$ cat src/rtl/gpu_pc_pkg.sv
// rtl/gpu_pc_pkg.sv - shared types for the warp PC scheduler
package gpu_pc_pkg;

  typedef enum logic [2:0] {
    NEXT   = 3'd0,
    BRANCH = 3'd1,
    CALL   = 3'd2,
    RET    = 3'd3,
    HALT   = 3'd4
  } pc_op_t;

  typedef enum logic [1:0] {
    IDLE   = 2'd0,
    READY  = 2'd1,
    WAIT   = 2'd2,
    HALTED = 2'd3
  } warp_state_t;

  typedef enum logic [1:0] {
    NONE      = 2'd0,
    OVERFLOW  = 2'd1,
    UNDERFLOW = 2'd2
  } pc_err_t;

  function automatic int wid_bits(input int n);
    return (n > 1) ? $clog2(n) : 1;
  endfunction

endpackage

$ cat src/rtl/warp_pc_scheduler_if.sv
// rtl/warp_pc_scheduler_if.sv - fetch issue handshake and execute-stage update bus
interface warp_pc_scheduler_if #(
  parameter int A = 8,
  parameter int W = 2
);
  logic         issue_valid;
  logic         issue_ready;
  logic [W-1:0] issue_warp;
  logic [A-1:0] issue_pc;
  logic         upd_valid;
  logic [W-1:0] upd_warp;
  logic [2:0]   upd_op;
  logic [A-1:0] upd_target;

  modport master (
    output issue_valid, issue_warp, issue_pc,
    input  issue_ready, upd_valid, upd_warp, upd_op, upd_target
  );

  modport slave (
    input  issue_valid, issue_warp, issue_pc,
    output issue_ready, upd_valid, upd_warp, upd_op, upd_target
  );
endinterface

$ cat src/rtl/pc_return_stack.sv
// rtl/pc_return_stack.sv - per-warp return address stack; push when full / pop when empty are no-ops
module pc_return_stack #(
  parameter int DEPTH = 4,
  parameter int WIDTH = 8
) (
  input  logic             clk,
  input  logic             reset,
  input  logic             clear,
  input  logic             push,
  input  logic             pop,
  input  logic [WIDTH-1:0] push_data,
  output logic             full,
  output logic             empty,
  output logic [WIDTH-1:0] top
);
  localparam int CW = $clog2(DEPTH + 1);

  logic [WIDTH-1:0] r_mem [DEPTH];
  logic [CW-1:0]    r_count;

  assign full  = (r_count == CW'(DEPTH));
  assign empty = (r_count == '0);

  always_comb begin
    top = '0;
    for (int i = 0; i < DEPTH; i++) begin
      if (r_count == CW'(i + 1)) top = r_mem[i];
    end
  end

  always_ff @(posedge clk) begin
    if (reset || clear) begin
      r_count <= '0;
    end else if (push && !full) begin
      for (int i = 0; i < DEPTH; i++) begin
        if (r_count == CW'(i)) r_mem[i] <= push_data;
      end
      r_count <= r_count + CW'(1);
    end else if (pop && !empty) begin
      r_count <= r_count - CW'(1);
    end
  end
endmodule

$ cat src/rtl/warp_pc_scheduler.sv
// rtl/warp_pc_scheduler.sv - per-warp PCs and return stacks with round-robin issue to fetch
module warp_pc_scheduler
  import gpu_pc_pkg::*;
#(
  parameter int PROGRAM_MEM_ADDR_BITS = 8,
  parameter int NUM_WARPS             = 4,
  parameter int STACK_DEPTH           = 4,
  localparam int A  = PROGRAM_MEM_ADDR_BITS,
  localparam int W  = wid_bits(NUM_WARPS),
  localparam int NW = $clog2(NUM_WARPS + 1)
) (
  input  logic                  clk,
  input  logic                  reset,
  input  logic                  start,
  input  logic [A-1:0]          start_pc,
  input  logic [NW-1:0]         num_active_warps,
  warp_pc_scheduler_if.master   bus,
  output logic                  err_valid,
  output logic [W-1:0]          err_warp,
  output logic [1:0]            err_code,
  output logic                  busy,
  output logic                  done
);
  warp_state_t r_state [NUM_WARPS];
  logic [A-1:0] r_pc   [NUM_WARPS];
  logic [W-1:0] r_rr;
  logic [W-1:0] r_lock_warp;
  logic         r_lock;
  logic         r_started;
  logic         r_done;
  logic         r_err_valid;
  logic [W-1:0] r_err_warp;
  pc_err_t      r_err_code;

  logic [NUM_WARPS-1:0] w_ready, w_wait, w_hit, w_push, w_pop, w_full, w_empty;
  logic [A-1:0]         w_top [NUM_WARPS];
  logic [W-1:0]         w_sel, w_issue_warp;
  logic                 w_any_ready, w_valid, w_fire, w_start_ok;
  logic [NW-1:0]        w_n;
  pc_op_t               w_op;

  assign w_op = pc_op_t'(bus.upd_op);
  assign w_n  = (num_active_warps > NW'(NUM_WARPS)) ? NW'(NUM_WARPS) : num_active_warps;

  always_comb begin
    for (int i = 0; i < NUM_WARPS; i++) begin
      w_ready[i] = (r_state[i] == READY);
      w_wait[i]  = (r_state[i] == WAIT);
      w_hit[i]   = bus.upd_valid && (bus.upd_warp == W'(i)) && w_wait[i];
      w_push[i]  = w_hit[i] && (w_op == CALL) && !w_full[i];
      w_pop[i]   = w_hit[i] && (w_op == RET) && !w_empty[i];
    end
  end

  // Scan downwards so the READY warp closest to the pointer wins last.
  always_comb begin : rr_select
    int idx;
    idx         = 0;
    w_sel       = '0;
    w_any_ready = 1'b0;
    for (int k = NUM_WARPS - 1; k >= 0; k--) begin
      idx = (int'(r_rr) + k) % NUM_WARPS;
      if (w_ready[W'(idx)]) begin
        w_sel       = W'(idx);
        w_any_ready = 1'b1;
      end
    end
  end

  assign w_valid         = r_lock | w_any_ready;
  assign w_issue_warp    = r_lock ? r_lock_warp : w_sel;
  assign w_fire          = w_valid & bus.issue_ready;
  assign busy            = |(w_ready | w_wait);
  assign w_start_ok      = start & ~busy;
  assign bus.issue_valid = w_valid;
  assign bus.issue_warp  = w_valid ? w_issue_warp : '0;
  assign bus.issue_pc    = w_valid ? r_pc[w_issue_warp] : '0;

  assign err_valid = r_err_valid;
  assign err_warp  = r_err_warp;
  assign err_code  = r_err_code;
  assign done      = r_done;

  for (genvar g = 0; g < NUM_WARPS; g++) begin : g_stack
    pc_return_stack #(.DEPTH(STACK_DEPTH), .WIDTH(A)) u_stack (
      .clk       (clk),
      .reset     (reset),
      .clear     (w_start_ok),
      .push      (w_push[g]),
      .pop       (w_pop[g]),
      .push_data (r_pc[g] + A'(1)),
      .full      (w_full[g]),
      .empty     (w_empty[g]),
      .top       (w_top[g])
    );
  end

  always_ff @(posedge clk) begin
    if (reset) begin
      for (int i = 0; i < NUM_WARPS; i++) begin
        r_state[i] <= IDLE;
        r_pc[i]    <= '0;
      end
      r_rr        <= '0;
      r_lock      <= 1'b0;
      r_lock_warp <= '0;
      r_started   <= 1'b0;
      r_done      <= 1'b0;
      r_err_valid <= 1'b0;
      r_err_warp  <= '0;
      r_err_code  <= NONE;
    end else begin
      r_err_valid <= 1'b0;
      r_err_warp  <= '0;
      r_err_code  <= NONE;
      if (w_start_ok) begin
        // Nothing is READY/WAIT here, so no issue or update can collide with launch.
        for (int i = 0; i < NUM_WARPS; i++) begin
          r_state[i] <= (i < int'(w_n)) ? READY : IDLE;
          r_pc[i]    <= start_pc;
        end
        r_rr      <= '0;
        r_lock    <= 1'b0;
        r_started <= 1'b1;
        r_done    <= (w_n == '0);
      end else begin
        r_done <= r_started & ~busy;
        if (w_fire) begin
          r_lock <= 1'b0;
          r_rr   <= (int'(w_issue_warp) == NUM_WARPS - 1) ? '0 : w_issue_warp + W'(1);
        end else if (w_valid) begin
          r_lock      <= 1'b1;
          r_lock_warp <= w_issue_warp;
        end
        for (int i = 0; i < NUM_WARPS; i++) begin
          if (w_fire && (w_issue_warp == W'(i))) begin
            r_state[i] <= WAIT;
          end else if (w_hit[i]) begin
            case (w_op)
              NEXT: begin
                r_pc[i]    <= r_pc[i] + A'(1);
                r_state[i] <= READY;
              end
              BRANCH: begin
                r_pc[i]    <= bus.upd_target;
                r_state[i] <= READY;
              end
              CALL: begin
                if (w_full[i]) begin
                  r_state[i]  <= HALTED;
                  r_err_valid <= 1'b1;
                  r_err_warp  <= W'(i);
                  r_err_code  <= OVERFLOW;
                end else begin
                  r_pc[i]    <= bus.upd_target;
                  r_state[i] <= READY;
                end
              end
              RET: begin
                if (w_empty[i]) begin
                  r_state[i]  <= HALTED;
                  r_err_valid <= 1'b1;
                  r_err_warp  <= W'(i);
                  r_err_code  <= UNDERFLOW;
                end else begin
                  r_pc[i]    <= w_top[i];
                  r_state[i] <= READY;
                end
              end
              default: r_state[i] <= HALTED;
            endcase
          end
        end
      end
    end
  end
endmodule
$ cat src/flat_wrapper.sv
// flat-port wrapper written by rule: the top's interface ports become plain ports
module warp_pc_scheduler_flat import gpu_pc_pkg::*;
#(
  parameter int PROGRAM_MEM_ADDR_BITS = 8,
  parameter int NUM_WARPS             = 4,
  parameter int STACK_DEPTH           = 4,
  localparam int A  = PROGRAM_MEM_ADDR_BITS,
  localparam int W  = wid_bits(NUM_WARPS),
  localparam int NW = $clog2(NUM_WARPS + 1)
)
  (clk, reset, start, start_pc, num_active_warps, err_valid, err_warp, err_code, busy, done, bus_issue_valid, bus_issue_warp, bus_issue_pc, bus_issue_ready, bus_upd_valid, bus_upd_warp, bus_upd_op, bus_upd_target);
  warp_pc_scheduler_if bus_i ();
  input  logic clk;
  input  logic reset;
  input  logic start;
  input  logic [A-1:0] start_pc;
  input  logic [NW-1:0] num_active_warps;
  output logic err_valid;
  output logic [W-1:0] err_warp;
  output logic [1:0] err_code;
  output logic busy;
  output logic done;
  output wire logic [$bits(bus_i.issue_valid)-1:0] bus_issue_valid;
  output wire logic [$bits(bus_i.issue_warp)-1:0] bus_issue_warp;
  output wire logic [$bits(bus_i.issue_pc)-1:0] bus_issue_pc;
  input wire logic [$bits(bus_i.issue_ready)-1:0] bus_issue_ready;
  input wire logic [$bits(bus_i.upd_valid)-1:0] bus_upd_valid;
  input wire logic [$bits(bus_i.upd_warp)-1:0] bus_upd_warp;
  input wire logic [$bits(bus_i.upd_op)-1:0] bus_upd_op;
  input wire logic [$bits(bus_i.upd_target)-1:0] bus_upd_target;
  assign bus_issue_valid = bus_i.issue_valid;
  assign bus_issue_warp = bus_i.issue_warp;
  assign bus_issue_pc = bus_i.issue_pc;
  assign bus_i.issue_ready = bus_issue_ready;
  assign bus_i.upd_valid = bus_upd_valid;
  assign bus_i.upd_warp = bus_upd_warp;
  assign bus_i.upd_op = bus_upd_op;
  assign bus_i.upd_target = bus_upd_target;
  warp_pc_scheduler #(.PROGRAM_MEM_ADDR_BITS(PROGRAM_MEM_ADDR_BITS), .NUM_WARPS(NUM_WARPS), .STACK_DEPTH(STACK_DEPTH)) u_core (.clk(clk), .reset(reset), .start(start), .start_pc(start_pc), .num_active_warps(num_active_warps), .bus(bus_i), .err_valid(err_valid), .err_warp(err_warp), .err_code(err_code), .busy(busy), .done(done));
endmodule
$ cat config.mk
export PLATFORM = sky130hd
export DESIGN_NAME = warp_pc_scheduler_flat
export DESIGN_NICKNAME = d
export VERILOG_FILES = /design/src/rtl/gpu_pc_pkg.sv /design/src/rtl/warp_pc_scheduler_if.sv /design/src/rtl/pc_return_stack.sv /design/src/rtl/warp_pc_scheduler.sv /design/src/flat_wrapper.sv
export SDC_FILE = /design/constraint.sdc
export NUM_CORES = 1
export LEC_CHECK = 0
export CORE_ASPECT_RATIO = 0.6
export CORE_MARGIN = 1
export CORE_UTILIZATION = 50
export DETAILED_ROUTE_END_ITERATION = 8
export PLACE_DENSITY_LB_ADDON = 0.25
export SETUP_SLACK_MARGIN = 0.3
export SYNTH_ARGS = -nofsm -noshare
export SYNTH_HDL_FRONTEND = slang
export SYNTH_SLANG_ARGS = --single-unit
$ cat constraint.sdc
create_clock -name clk -period 6.2 [get_ports clk]
set_input_delay 0.93 -clock clk [delete_from_list [all_inputs] [get_ports clk]]
set_output_delay 0.93 -clock clk [all_outputs]
set_load 0.02 [all_outputs]
* Yosys cells after proc, flatten, opt, wreduce, memory -nomap -nowiden
Memory sizes are Yosys's and may differ from the RTL's.
Index checks and enable logic that the tools add are counted.
** Word-level totals
- Bits in registers :: 24
- Input port bits :: 29
- Output and inout bits :: 18
- Bits in writable memories :: 168
- Word-level logic and storage cells :: 670
- Memories :: 6
** Cells by class
- Equality and inequality tests :: 34
- Add/sub/neg operators :: 16
- $lt $le $gt $ge :: 9
- Bitwise gates (word level) :: 64
- Mux-type cells :: 455
- Reductions and logical operators :: 74
** Memory list
- u_core.g_stack[0].u_stack.r_mem :: words 4, bits a word 8, rd ports 4, clocked after memory_dff 0, wr ports 1, RTL line pc_return_stack.sv:18 : logic [WIDTH-1:0] r_mem [DEPTH];
- u_core.g_stack[1].u_stack.r_mem :: words 4, bits a word 8, rd ports 4, clocked after memory_dff 0, wr ports 1, RTL line pc_return_stack.sv:18
- u_core.g_stack[2].u_stack.r_mem :: words 4, bits a word 8, rd ports 4, clocked after memory_dff 0, wr ports 1, RTL line pc_return_stack.sv:18
- u_core.g_stack[3].u_stack.r_mem :: words 4, bits a word 8, rd ports 4, clocked after memory_dff 0, wr ports 1, RTL line pc_return_stack.sv:18
- u_core.r_pc :: words 4, bits a word 8, rd ports 5, clocked after memory_dff 0, wr ports 4, RTL line warp_pc_scheduler.sv:25 : logic [A-1:0] r_pc [NUM_WARPS];
- u_core.r_state :: words 4, bits a word 2, rd ports 4, clocked after memory_dff 0, wr ports 4, RTL line warp_pc_scheduler.sv:24 : warp_state_t r_state [NUM_WARPS];
** Operator list (number)
- 8-bit two-way mux :: 49
- 1-bit two-way mux :: 302
- 2-bit two-way mux :: 80
- 8-bit OR reduction :: 12
- 1-bit bitwise OR :: 57
- 1-bit logical AND :: 36
- 8-bit by 1-bit adder with 8-bit output, second input constant :: 4
- 3-bit by 2-bit equality test with 1-bit output, second input constant :: 10
- 2-bit one-hot mux with 2 select lines :: 7
- 3-bit two-way mux :: 9
- 3-bit zero test :: 6
- 2-bit equality test, second input constant :: 8
- 2-bit by 4-bit less-than comparator with 1-bit output, second input constant :: 4
- 3-bit by 1-bit equality test with 1-bit output, second input constant :: 5
- 2-bit by 1-bit equality test with 1-bit output, second input constant :: 7
- 3-bit by 1-bit adder with 3-bit output, second input constant :: 4
- 3-bit equality test, second input constant :: 4
- 3-bit by 1-bit subtractor with 3-bit output, second input constant :: 4
- 1-bit binary-select mux with 2-bit select :: 4
- 1-bit zero test :: 8
- 1-bit one-hot mux with 2 select lines :: 4
- 2-bit nonzero test :: 4
- 4-bit OR reduction :: 2
- 1-bit by 3-bit less-than comparator with 1-bit output, first input constant :: 2
- 12 further kinds :: 20

* Logic depth before layout (Yosys ltp)
An unclocked memory read counts as a cell.
- Depth after elaboration :: 25
- Mapped depth :: 15
- Mapped depth without buffers :: 14

* By module
From an unflattened synthesis, not the netlist that was laid out.
** Unflattened totals
- Cell total of the unflattened synthesis :: 974
- Area, all modules :: 11368.4 um^2
** Modules (own cells, without submodules)
- pc_return_stack (u_core.g_stack[1].u_stack ...) :: seq. area each 1021.0 um^2, area an instance 1795.5 um^2, times used 3, cells an instance 117
- warp_pc_scheduler :: seq. area each 1411.4 um^2, area an instance 4330.4 um^2, times used 1, cells an instance 500
- pc_return_stack (u_core.g_stack[0].u_stack) :: seq. area each 1021.0 um^2, area an instance 1651.6 um^2, times used 1, cells an instance 123

* Least setup slack after synthesis
Ideal clock, no wire load.
- Path kind :: register to register
- Start :: memory u_core.r_state[3][0] (netlist name)
- End :: memory u_core.r_pc[2][0], enable pin
- Stages on the path, launching flop included :: 14
- Setup time :: 271 ps
- Path buffers :: 0
- Setup slack :: 2780 ps
- Arrival :: 3149 ps
- Required time :: 5929 ps
- Period minus slack after synthesis :: 3420 ps
- Cells stage by stage :: edfxtp_1 -> ha_1 -> mux2i_2 -> a21oi_1 -> and3_1 -> nor2_4 -> a21boi_0 -> inv_1 -> ha_1 -> nand2_1 -> o21ai_0 -> a2bb2oi_2 -> o41ai_1 -> or2_2
** RTL lines (RTL line)
- start: declaration :: warp_pc_scheduler.sv:24
- end: declaration :: warp_pc_scheduler.sv:25

==> summary.md <==
| Metric | Value |
|---|---|
| Vias in the first global route | between 7000 and 8000 |
| Layout area overhead | 11.7% |
| Lkg Pwr | 0.00389 µW |
| Mapped Avg Cell Area | around 11 µm² |
| Boundary Pins | 47 |
| Cells after Synth | a little under 1000 |
| Slew Viols, Final | 0 |
| First-pass GRT wire length | 47700 µm |
| Pwr Density | 369 mW/mm² |
| DR WL/cell | ~24 µm |
| Worst Max-Slew Pin Slew | around 1.3 ns |
| Gr ovfl total | 0 |
| CTS Buffer Depth | 2 |
| Setup tns final | 0 ns |
| Min-Delay Path Class | register to register |
| Vias | 8479 |
| Final hold violations | 0 |
| Number of flops mapped to enable cells by yosys | between 150 and 200 |
| GRT Overall Usage | 0.296 |
| Post-CTS resize count | 0 |
| Post-synthesis cell type count | 80 |
| Result of the run | completed |
| H-tree depth | 4 |
| Clock slew seen by the registers of the worst setup and hold paths | roughly 0.08 ns |
| Worst Path Required | ~6.4 ns |
| Initial antenna violation count | 0 |
| Fin Clk Skew | ~0.013 ns |
| WHS | between 0.4 and 0.5 ns |
| Critical path peak fanout | 19 |
| Die H | approximately 110 µm |
| Synthesized area | around 0.011 mm² |
| Worst setup SP type | register |
| Yosys reg bits | 192 |
| Row count | 40 |
| Clk sinks | ~190 |
| Drt drc | 0 |
| Clock root buffer | clkbuf_16 |
| Top delay family on crit path | simple AND/OR/NAND/NOR gates |
| Worst Setup Path Type | register to register |
| Post-CTS Setup Bufs | 0 |
| Fmax | 0.210 GHz |
| Utilization after layout | 0.582 |
| Routed Antenna Nets | 0 |
| RePlAce Congestion | between 1 and 1.5 |
| Largest net degree at the start of global routing | 24 |
| Crit path buffers/inverters | 1 |
| Most frequent cells in the layout | 165 x edfxtp_1, 82 x nand2_1, 60 x a21oi_1 |
| MaxCap Viol Count | 0 |
| Slowest-stage cell, CP | nor3_2 |
| Starting Density | 0.521 |
| Crit path cell chain | mux2i_2 > a21oi_1 > and3_1 > nor2_4 > a21boi_0 > inv_1 > ha_1 > nand2_1 > nor2_1 > nor2_2 > nor3_2 > o21ai_0 |
| Core area | slightly above 0.02 mm² |
| Syn Nets | roughly 1000 |
| RSZ-0062 raised after global routing | no |
| Slowest stage delay, CP | between 0.8 and 0.9 ns |
| # setup viols final | 0 |
| Port buffer count | 46 |
| Commonest non-fill, non-tap cell in the layout | edfxtp_1 |
| Seq/Total Area, Yosys | 0.517 |
| Initial DRC count | between 1000 and 1500 |
| Final non-filler cell total | 1275 |
| Critical path data arrival time | between 4 and 5 ns |
| Final period util | 0.767 |
| Hold_buf cts | 0 |
| Num CTS Buffers | 17 |
| Peak supply drop | 0.354 mV |
| Post-Route WL | 31100 µm |
| Final #Nets | ~1100 |
| Top FF cell, synth | edfxtp_1 |
| Headroom to the max-slew limit | 0.141 |
| Synth warn | 0 |
| Share of layout cells above drive strength 1 | 0.0679 |
| Filler Cell Count | ~1700 |
| DR vias/cell | about 6.7 |
| CTS tree | built |
| Die Span X | around 190 µm |
| First-pass detailed-route iteration total | 6 |
| Asr flop ratio synth | 0 |
| Post-DP HPWL | between 20000 and 25000 µm |
| Worst-skew pair later-pin latency | 0.45 ns |
| Die area | roughly 0.022 mm² |
| Min Tclk post-route | approximately 4.8 ns |
| Placed cells | about 1200 |
| Crit path capture type | register |
-- power breakdown --
| group | switching, µW | total (µW) | internal, µW |
|---|---|---|---|
| logic | 953 | 1500 | 543 |
| clock network | 561 | 1140 | 584 |
| registers | 151 | 1740 | 1590 |
| total | 1660 | 4380 | 2710 |
-- logic make-up after synthesis --
| group | after synthesis | synth area share |
|---|---|---|
| fa+ha+maj | 44 | 0.0518 |
| flops | 192 | 0.517 |
| compound gates | 283 | 0.188 |
| simple gates | 277 | 0.135 |
| buf+inv | 91 | 0.0360 |
| mux | 46 | 0.0443 |
| xor+xnor | 35 | 0.0288 |
-- per-layer routing --
metal	track usage	share of wire	routed length, µm	vias to the layer above
met5	0	0	0	-
met4	0.0704	0.013	412	0
met3	0.100	0.13	4080	36
met2	0.384	0.39	12100	521
met1	0.462	0.47	14500	4165
li1	-	-	-	3757
-- per-stage QoR --
| step | cell area, µm² | worst slack [ns] | power (µW) |
|---|---|---|---|
| after floorplan | 10600 | 2.78 | 2670 |
| after detailed placement | 11300 | 1.67 | 3190 |
| final | 11900 | 1.44 | 4380 |
| after global routing | 11900 | 1.20 | 4520 |
| after CTS | 11900 | 1.62 | 4320 |
| after global placement | 11300 | 1.79 | 3190 |
-- synth_stat cells (all sizes together), types with 6 or more instances --
| cell type | n | share of area |
|---|---|---|
| inv | 39 | 0.014 |
| a21oi | 63 | 0.030 |
| a22oi | 39 | 0.029 |
| a31oi | 11 | 0.0071 |
| nand2 | 83 | 0.030 |
| clkbuf | 38 | 0.013 |
| a221oi | 17 | 0.014 |
| nor2b | 6 | 0.0035 |
| nor3 | 16 | 0.0085 |
| nand3b | 18 | 0.013 |
| o211ai | 23 | 0.016 |
| dfxtp | 27 | 0.051 |
| o21ai | 49 | 0.023 |
| nand2b | 9 | 0.0053 |
| a2bb2oi | 9 | 0.0080 |
| mux2i | 43 | 0.041 |
| nand3 | 25 | 0.012 |
| o221ai | 16 | 0.013 |
| o22a | 8 | 0.0066 |
| o22ai | 6 | 0.0035 |
| ha | 44 | 0.052 |
| edfxtp | 165 | 0.47 |
| a211oi | 7 | 0.0049 |
| and3 | 14 | 0.0082 |
| nor3b | 13 | 0.0092 |
| o31ai | 7 | 0.0049 |
| buf | 14 | 0.0086 |
| xor2 | 12 | 0.0099 |
| nor2 | 61 | 0.023 |
| xnor2 | 23 | 0.019 |
-- flip-flops by register name (all words and copies together) (netlist names) --
register / count
u_core.g_stack.u_stack.r_mem: 128
u_core.err_valid: 1
u_core.r_lock_warp: 2
u_core.done: 1
u_core.r_pc: 32
u_core.r_state: 8
u_core.err_code: 2
u_core.r_started: 1
u_core.r_lock: 1
u_core.r_rr: 2
u_core.g_stack.u_stack.r_count: 12
u_core.err_warp: 2
-- tightest hold or removal path, cell delays in order (launching register included) --
cell     delay (ns)
dfxtp_1        0.33
nor2_1         0.05
nor2_1         0.07
-- layout make-up --
| cell class | instances | area (µm²) | share of cell area |
|---|---|---|---|
| sequential | 192 | 5500 | 0.463 |
| multi-input combinational | 685 | 4760 | 0.401 |
| timing repair buffer | 53 | 513 | 0.0432 |
| clock buffer | 17 | 425 | 0.0358 |
| tap | 273 | 342 | 0.0287 |
| clock inverter | 15 | 193 | 0.0162 |
| inverter | 39 | 149 | 0.0125 |
| antenna | 1 | 2.50 | 0.000211 |
-- worst paths after layout --
| kind | from | endpoint | slack (ns) | depth (start not counted) |
|---|---|---|---|---|
| setup / recovery | u_core.r_rr[0] | u_core.r_pc[0][1] | 1.44 | 12 |
| hold / removal | u_core.r_started | u_core.r_started | 0.48 | 2 |
| setup reg to reg | u_core.r_rr[0] | u_core.r_pc[0][1] | 1.44 | 12 |
| hold reg to reg | u_core.r_started | u_core.r_started | 0.48 | 2 |
Note: power is estimated with default switching activity, not from simulation.
